<file path="config.mk">
export PLATFORM = sky130hd
export DESIGN_NAME = frame_loader
export DESIGN_NICKNAME = d
export VERILOG_FILES = /design/src/rtl/frame_loader_pkg.sv /design/src/rtl/frame_loader_timeout.sv /design/src/rtl/frame_loader.sv
export SDC_FILE = /design/constraint.sdc
export NUM_CORES = 1
export LEC_CHECK = 0
export ABC_CLOCK_PERIOD_IN_PS = 4850
export CAP_MARGIN = 20
export CORE_MARGIN = 3
export CORE_UTILIZATION = 58
export CTS_BUF_LIST = sky130_fd_sc_hd__clkbuf_2 sky130_fd_sc_hd__clkbuf_4 sky130_fd_sc_hd__clkbuf_8
export CTS_CLUSTER_DIAMETER = 60
export CTS_CLUSTER_SIZE = 12
export DETAILED_ROUTE_END_ITERATION = 6
export PLACE_DENSITY = 0.88
export SETUP_SLACK_MARGIN = 0.02
export SLEW_MARGIN = 20
export SYNTH_ARGS = -nofsm -noshare
export SYNTH_HDL_FRONTEND = slang
export SYNTH_SLANG_ARGS = --single-unit
</file>
<file path="constraint.sdc">
create_clock -name clk -period 4.85 [get_ports clk]
set_input_delay 0.97 -clock clk [delete_from_list [all_inputs] [get_ports clk]]
set_output_delay 0.97 -clock clk [all_outputs]
set_load 0.01 [all_outputs]
</file>
<file path="src/rtl/frame_loader_pkg.sv">
// frame_loader_pkg: state encodings and framing constants shared by the loader
package frame_loader_pkg;
    // State order follows the field order of a load record.
    typedef enum logic [2:0] {
        S_IDLE    = 3'd0,
        S_ADDR_HI = 3'd1,
        S_ADDR_LO = 3'd2,
        S_COUNT   = 3'd3,
        S_DATA_HI = 3'd4,
        S_DATA_LO = 3'd5,
        S_CHECK   = 3'd6
    } state_t;
    localparam logic [7:0] HEADER_DEFAULT = 8'hA5;
endpackage

</file>
<file path="src/rtl/frame_loader_timeout.sv">
// byte_timeout: inter-byte idle counter; expired flags the last allowed idle cycle
module byte_timeout #(
    parameter int TIMEOUT_CYCLES = 50_000_000
) (
    input  logic clk,
    input  logic rst,
    input  logic clr,
    input  logic en,
    output logic expired
);
    localparam int W = $clog2(TIMEOUT_CYCLES + 1);
    logic [W-1:0] cnt_q, cnt_d;
    always_comb cnt_d = clr ? '0 : en ? cnt_q + W'(1) : cnt_q;
    assign expired = en && (cnt_q == W'(TIMEOUT_CYCLES - 1));
    always_ff @(posedge clk or posedge rst)
        if (rst) cnt_q <= '0;
        else     cnt_q <= cnt_d;
endmodule

</file>
<file path="src/rtl/frame_loader.sv">
// frame_loader: parses framed load records from a byte stream and writes words to program memory
module frame_loader
    import frame_loader_pkg::*;
#(
    parameter int         TIMEOUT_CYCLES = 50_000_000,
    parameter logic [7:0] HEADER_BYTE    = HEADER_DEFAULT
) (
    input  logic        clk,
    input  logic        rst,
    input  logic [7:0]  rx_data,
    input  logic        rx_valid,
    output logic        mem_we,
    output logic [15:0] mem_addr,
    output logic [15:0] mem_wdata,
    output logic [15:0] disp_word,
    output logic        busy,
    output logic        done,
    output logic        err
);
    state_t      state_q, state_d;
    logic [15:0] ptr_q, ptr_d, addr_q, addr_d, wdata_q, wdata_d, disp_q, disp_d;
    logic [7:0]  chk_q, chk_d, hi_q, hi_d, rem_q, rem_d;
    logic        we_q, we_d, busy_q, busy_d, done_q, done_d, err_q, err_d;
    logic        expired;

    byte_timeout #(.TIMEOUT_CYCLES(TIMEOUT_CYCLES)) u_timeout (
        .clk     (clk),
        .rst     (rst),
        .clr     (rx_valid || state_q == S_IDLE),
        .en      (state_q != S_IDLE),
        .expired (expired)
    );

    always_comb begin
        state_d = state_q;
        ptr_d   = ptr_q;
        addr_d  = addr_q;
        wdata_d = wdata_q;
        disp_d  = disp_q;
        chk_d   = chk_q;
        hi_d    = hi_q;
        rem_d   = rem_q;
        we_d    = 1'b0;
        done_d  = 1'b0;
        err_d   = err_q;
        // An arriving byte takes priority over a timeout expiring in the same cycle.
        if (rx_valid) begin
            chk_d = chk_q ^ rx_data;
            unique case (state_q)
                S_IDLE: begin
                    chk_d = '0;
                    if (rx_data == HEADER_BYTE) begin
                        err_d   = 1'b0;
                        state_d = S_ADDR_HI;
                    end
                end
                S_ADDR_HI: begin
                    ptr_d   = {rx_data, ptr_q[7:0]};
                    state_d = S_ADDR_LO;
                end
                S_ADDR_LO: begin
                    ptr_d   = {ptr_q[15:8], rx_data};
                    state_d = S_COUNT;
                end
                S_COUNT: begin
                    rem_d   = rx_data;
                    state_d = rx_data == 8'd0 ? S_CHECK : S_DATA_HI;
                end
                S_DATA_HI: begin
                    hi_d    = rx_data;
                    state_d = S_DATA_LO;
                end
                S_DATA_LO: begin
                    we_d    = 1'b1;
                    addr_d  = ptr_q;
                    wdata_d = {hi_q, rx_data};
                    disp_d  = {hi_q, rx_data};
                    ptr_d   = ptr_q + 16'd1;
                    rem_d   = rem_q - 8'd1;
                    state_d = rem_q == 8'd1 ? S_CHECK : S_DATA_HI;
                end
                S_CHECK: begin
                    chk_d   = chk_q;
                    done_d  = rx_data == chk_q;
                    err_d   = err_q | (rx_data != chk_q);
                    state_d = S_IDLE;
                end
                default: state_d = S_IDLE;
            endcase
        end else if (expired) begin
            err_d   = 1'b1;
            state_d = S_IDLE;
        end
        busy_d = state_d != S_IDLE;
    end

    always_ff @(posedge clk or posedge rst) begin
        if (rst) begin
            state_q <= S_IDLE;
            ptr_q   <= '0;
            addr_q  <= '0;
            wdata_q <= '0;
            disp_q  <= '0;
            chk_q   <= '0;
            hi_q    <= '0;
            rem_q   <= '0;
            we_q    <= 1'b0;
            busy_q  <= 1'b0;
            done_q  <= 1'b0;
            err_q   <= 1'b0;
        end else begin
            state_q <= state_d;
            ptr_q   <= ptr_d;
            addr_q  <= addr_d;
            wdata_q <= wdata_d;
            disp_q  <= disp_d;
            chk_q   <= chk_d;
            hi_q    <= hi_d;
            rem_q   <= rem_d;
            we_q    <= we_d;
            busy_q  <= busy_d;
            done_q  <= done_d;
            err_q   <= err_d;
        end
    end

    assign mem_we    = we_q;
    assign mem_addr  = addr_q;
    assign mem_wdata = wdata_q;
    assign disp_word = disp_q;
    assign busy      = busy_q;
    assign done      = done_q;
    assign err       = err_q;
endmodule
</file>
==> metrics.md, run 1 <==
| Metric | Value |
|---|---|
| Status | `finished clean` |
| # IOs | `63` |
| Setup TNS Final | `0 ps` |
| Crit Reg-Reg Startpoint | `state_q[2]$_DFF_PP0_` |
| CP Launch Point | `rx_valid` |
| Antenna-violating nets left | `0` |
| Sequential share of the synthesized area | `0.497` |
| Clk slew on worst S/H paths | `100 ps` |
| Largest net degree at the start of global routing | `81` |
| Critical Path Sink | `hi_q[3]$_DFFE_PP0P_` |
| Die Ht | `approximately 100 um` |
| Share of layout cells above drive strength 1 | `0.0628` |
| CP required | `5120 ps` |
| DP HPWL | `8.25 mm` |
| Initial drt markers | `435` |
| Die extent in x | `101 um` |
| Post-CTS sizing | `0` |
| First-pass GRT wire length | `between 20 and 25 mm` |
| Max IR drop VDD | `234 uV` |
| Clock buffer depth | `2` |
| Largest area contributor in the netlist | `dfrtp_1` |
| CTS Buf Count | `9` |
| Final nets | `647` |
| Number of global-route vias before repair | `around 4,300` |
| Mapped Nets | `619` |
| Max FO, Critical Path | `16` |
| Synth top area cells | `dfrtp_1 50%, nand2_1 10%, o21ai_0 4.7%, nor2_1 3.5%, xor2_1 3.2%` |
| Pleak | `2.58 nW` |
| Post-route design area | `0.00601 sq mm` |
| CP Class | `in -> reg` |
| Hold slack | `479 ps` |
| R2R depth | `7` |
| Synth Register Bits | `105` |
| Root Driver | `clkbuf_8` |
| Routed WL per cell | `16.3 um` |
| Initial Utilization | `0.603` |
| Die ar. | `just over 0.01 sq mm` |
| Final-report hold violation count | `0` |
| Vias/cell | `6.10` |
| H-tree levels | `3` |
| Synth cell count leaders | `147 x nand2_1, 105 x dfrtp_1, 50 x o21ai_0, 49 x nor2_1, 27 x a21oi_1` |
| Total core area | `0.00876 sq mm` |
| CTS tree | `done` |
| Worst-Margin Slew | `1030 ps` |
| CTS sink count | `105` |
| Type of origin of the critical path | `input port` |
| P per Cell Area | `between 500 and 600 mW/mm^2` |
| Count leader, synth | `nand2_1` |
| # DRC | `0` |
| Rows | `34` |
| Yosys top cell area share | `0.497` |
| Initial DRT Pass Iterations | `7` |
| Post-CTS Setup Bufs | `0` |
| Post-synth ARST share | `1.00` |
| Number of synthesized flops with an enable pin | `0` |
| Area growth syn-to-layout | `13.7%` |
| Library cells used by synthesis | `between 50 and 60` |
| Worst rel slew slack | `0.309` |
| Critical path data arrival time | `between 3000 and 4000 ps` |
| Critical path capture point type | `register` |
| Post-Syn Area | `roughly 0.0053 sq mm` |
| HP Class | `reg -> reg` |
| Final setup viols | `0` |
| Tcrit/Tclk final | `0.642` |
| Fmax | `321 MHz` |
| Post-synth top flop | `dfrtp_1` |
| Clock Skew | `approximately 15 ps` |
| FILL cells | `666` |
| All-Layer GR Usage | `0.244` |
| Pwr Total | `3.04 mW` |
| Placed Area | `0.00582 sq mm` |
| DR vias | `4,544` |
| GPL Wtd Cong | `slightly above 0.9` |
| Antenna violations before repair | `0` |
| RSZ-0062 raised after global routing | `false` |
| Antenna cell count | `0` |
| Avg Synthesized Cell Area | `8.75 sq um` |
| Post-Syn Instances | `604` |
| Drt total wl | `12.1 mm` |
| CTS Hold Bufs | `0` |
| Later-pin clock latency in the skew report | `380 ps` |
| RR Endpoint | `disp_word[1]$_DFFE_PP0P_` |
| # port buffers | `just over 60` |
| Reg2reg setup slack | `2150 ps` |
| Max-slew violations | `0` |
| Max_cap viols | `0` |
| Synth warn | `0` |
| GRT overflow | `0` |
| Final min period | `~3100 ps` |
[cells in the final DEF (no fill, tap or decap), drive strengths merged, types with 14 or more instances in the layout]
cell type / n
dfrtp: 105
inv: 15
clkdlybuf4s50: 62
nand2: 147
nand3: 21
xor2: 19
nor4: 14
nor2: 49
o21ai: 50
a21oi: 27
[sequential cells by signal, summed over array words and instances (netlist names)]
name	flops
state_q	3
err	1
disp_word	16
hi_q	8
chk_q	8
mem_we	1
u_timeout.cnt_q	26
mem_addr	16
done	1
rem_q	8
ptr_q	16
busy	1
[worst max-delay path, stage by stage]
cell and delay (ps):
clkdlybuf4s50_1 790, inv_1 350, nor4_2 850, mux2_2 420
[stage by stage]
step,cells,setup slack [ps],utilization
floorplan,604,1120,-
global placement,729,1450,0.664
detailed placement,729,1350,0.664
CTS,745,1750,0.686
global route,745,1570,0.686
finish,745,1740,0.686
[area by class of cell]
| type | count | area (sq um) | share of cell area |
|---|---|---|---|
| Clock buffer | 10 | 138 | 0.0229 |
| Clock inverter | 6 | 50.0 | 0.00833 |
| Inverter | 14 | 55.1 | 0.00916 |
| Multi-Input combinational cell | 436 | 2350 | 0.392 |
| Sequential cell | 105 | 2630 | 0.437 |
| Tap cell | 108 | 135 | 0.0225 |
| Timing Repair Buffer | 66 | 651 | 0.108 |
[power by group]
| part | internal (mW) | switching, mW |
|---|---|---|
| sequential | 1.15 | 0.295 |
| clock | 0.207 | 0.320 |
| combinational | 0.545 | 0.517 |
[worst min path at each step]
stage                            startpoint                   endpoint  slack (ps)  cells after the start
floorplan               hi_q[2]$_DFFE_PP0P_  disp_word[10]$_DFFE_PP0P_         430                      2
global placement        hi_q[0]$_DFFE_PP0P_   disp_word[8]$_DFFE_PP0P_         450                      2
detailed placement      hi_q[4]$_DFFE_PP0P_  disp_word[12]$_DFFE_PP0P_         460                      2
CTS                     hi_q[6]$_DFFE_PP0P_  disp_word[14]$_DFFE_PP0P_         480                      2
global route        mem_addr[9]$_DFFE_PP0P_    mem_addr[9]$_DFFE_PP0P_         500                      2
finish                  hi_q[1]$_DFFE_PP0P_   disp_word[9]$_DFFE_PP0P_         480                      2
[kinds of logic (layout without fill, tap and decap cells)]
logic type               count (synthesis)  in the layout  synth area share
AO/OA/AOI/OAI                          110            110             0.121
AND/OR/NAND/NOR                        285            285             0.248
adder cells (fa/ha/maj)                  4              4           0.00947
flip-flops                             105            105             0.497
buffers and inverters                   63             96            0.0573
XOR/XNOR                                29             29            0.0495
multiplexers                             8              8            0.0171
[layer usage]
layer | global-route usage | share of wire
met2 | 0.410 | 0.50
met4 | 0.0982 | 0.020
met5 | 0 | 0
met3 | 0.0585 | 0.089
met1 | 0.305 | 0.39
No activity file was read; power rests on OpenSTA's default activity.
==> run 2: changes to the inputs <==
Settings changed: ABC_CLOCK_PERIOD_IN_PS 4850 to 3000.
Clock period 4.85 ns to 3 ns, I/O delays scaled along.
==> run 2 against run 1 <==
Die area did not move. Sequential share of layout area fell by 0.70 points. Power rose by 63%. Via count rose by 0.26%. Combinational power rose by 65%. Global-route usage rose by 1.4 points. Core utilization rose by 1.1 points. Clock-buffer cell count fell by 1. Clock power rose by 58%. Non-clock buffer count rose by 10. Hold slack improved by 3.6 ps. Critical endpoint is now disp_word[2]$_DFFE_PP0P_. Largest power group unchanged. Highest routed layer unchanged.
==> metrics.md, run 2 (synthesized netlist as in run 1, its figures left out) <==
| Metric | Value |
|---|---|
| CTS sink count | `105` |
| Final-report hold violation count | `0` |
| Most common cell after layout, fill and taps aside | `nand2_1` |
| Area growth syn-to-layout | `15.6%` |
| FILL cells | `653` |
| # IOs | `63` |
| Final min period | `2400 ps` |
| Die Ht | `between 100 and 150 um` |
| Max-slew violations | `0` |
| Worst-Margin Slew | `788 ps` |
| Clock power frac | `0.168` |
| Multi-input gate area | `0.00235 sq mm` |
| Worst rel slew slack | `0.470` |
| All-Layer GR Usage | `0.259` |
| Initial DRT Pass Iterations | `6` |
| Sequential group share of total power | `0.477` |
| DR vias | `around 4,600` |
| # port buffers | `62` |
| H-tree levels | `3` |
| Final nets | `between 600 and 700` |
| Die extent in x | `between 100 and 150 um` |
| Share of layout cells above drive strength 1 | `0.0773` |
| Total core area | `0.00876 sq mm` |
| Fmax | `417 MHz` |
| Clock Skew | `between 9 and 10 ps` |
| Max FO, Critical Path | `22` |
| First-pass GRT wire length | `21.4 mm` |
| Post-CTS sizing | `0` |
| CP required | `3270 ps` |
| CP Launch Point | `state_q[1]$_DFF_PP0_` |
| Pleak | `between 2 and 3 nW` |
| Critical Path Sink | `disp_word[2]$_DFFE_PP0P_` |
| Largest register FFs | `26` |
| Crit Reg-Reg Startpoint | `state_q[1]$_DFF_PP0_` |
| CP Class | `reg -> reg` |
| Critical path data arrival time | `2670 ps` |
| Sequential cell area | `0.00263 sq mm` |
| CTS Hold Bufs | `0` |
| Status | `finished clean` |
| DP HPWL | `8.73 mm` |
| Routed WL per cell | `between 15 and 20 um` |
| Psw | `between 1.5 and 2 mW` |
| Post-CTS Setup Bufs | `0` |
| Setup TNS Final | `0 ps` |
| Clk slew on worst S/H paths | `100 ps` |
| Antenna violations before repair | `0` |
| Type of origin of the critical path | `register` |
| Initial drt markers | `between 400 and 500` |
| CTS tree | `done` |
| Root Driver | `clkbuf_8` |
| Hold_sp | `mem_addr[10]$_DFFE_PP0P_` |
| HP Class | `reg -> reg` |
| Biggest register | `u_timeout.cnt_q` |
| Antenna cell count | `0` |
| Most frequent cells in the layout | `147 x nand2_1, 105 x dfrtp_1, 62 x clkdlybuf4s50_1, 50 x o21ai_0, 49 x nor2_1` |
| Number of global-route vias before repair | `roughly 4,400` |
| Clock buffer depth | `2` |
| Drt total wl | `12.6 mm` |
| Internal Power | `3.08 mW` |
| Rows | `34` |
| GRT overflow | `0` |
| Max_cap viols | `0` |
| RSZ-0062 raised after global routing | `false` |
| R2R depth | `6` |
| Switch share | `0.377` |
| GPL Wtd Cong | `0.886` |
| CTS Buf Count | `9` |
| Later-pin clock latency in the skew report | `370 ps` |
| Vias/cell | `6.03` |
| P per Cell Area | `809 mW/mm^2` |
| Antenna-violating nets left | `0` |
| Final setup viols | `0` |
| Die ar. | `0.0103 sq mm` |
| Largest net degree at the start of global routing | `44` |
| Critical path capture point type | `register` |
| RR Endpoint | `disp_word[2]$_DFFE_PP0P_` |
| # DRC | `0` |
| Reg2reg setup slack | `600 ps` |
| Max IR drop VDD | `376 uV` |
| Tcrit/Tclk final | `0.800` |
| Initial Utilization | `0.603` |
| Comb power frac | `0.355` |
| Finished Core Util | `0.697` |
[run 2: layout make-up]
cell class / instances / area share
Clock buffer: 9 / 0.0203
Clock inverter: 7 / 0.00984
Inverter: 14 / 0.00922
Multi-Input combinational cell: 436 / 0.385
Sequential cell: 105 / 0.430
Tap cell: 108 / 0.0221
Timing Repair Buffer: 76 / 0.123
[run 2: per-stage QoR]
step	total power, mW	hold slack, ps	setup slack (ps)	cell area (sq um)	std cells
after floorplan	3.35	435	1020	5290	604
after global placement	4.00	449	416	5920	739
after detailed placement	4.12	458	340	5920	739
after CTS	4.95	484	666	6110	755
after global routing	5.26	509	436	6110	755
final	4.94	482	600	6110	755
[run 2: worst min path at each step]
stage	depth (start not counted)	endpoint	slack [ps]
CTS	2	disp_word[10]$_DFFE_PP0P_	480
floorplan	2	disp_word[10]$_DFFE_PP0P_	430
global route	2	mem_addr[13]$_DFFE_PP0P_	510
finish	2	mem_addr[10]$_DFFE_PP0P_	480
global placement	2	disp_word[8]$_DFFE_PP0P_	450
detailed placement	2	disp_word[10]$_DFFE_PP0P_	460
[run 2: critical path, cell delays in order (launching register included)]
cell and delay, ps:
dfrtp_1 740, and3b_1 340, nand2_1 120, clkinv_1 520, buf_4 430, nand2_1 80, nand2_1 60
[run 2: layer usage]
layer / vias to the layer above / routed length [um] / global-route usage
li1: 2129 / - / -
met1: 2146 / 5010 / 0.351
met4: 0 / 391 / 0.106
met3: 40 / 1090 / 0.0344
met5: - / 0 / 0
met2: 241 / 6090 / 0.422
[run 2: power groups by stage]
stage	clock, mW	sequential [mW]	combinational (mW)
finish	0.832	2.36	1.75
global route	0.903	2.42	1.94
CTS	0.850	2.34	1.76
detailed placement	0	2.37	1.75
global placement	0	2.33	1.68
floorplan	0	2.27	1.09
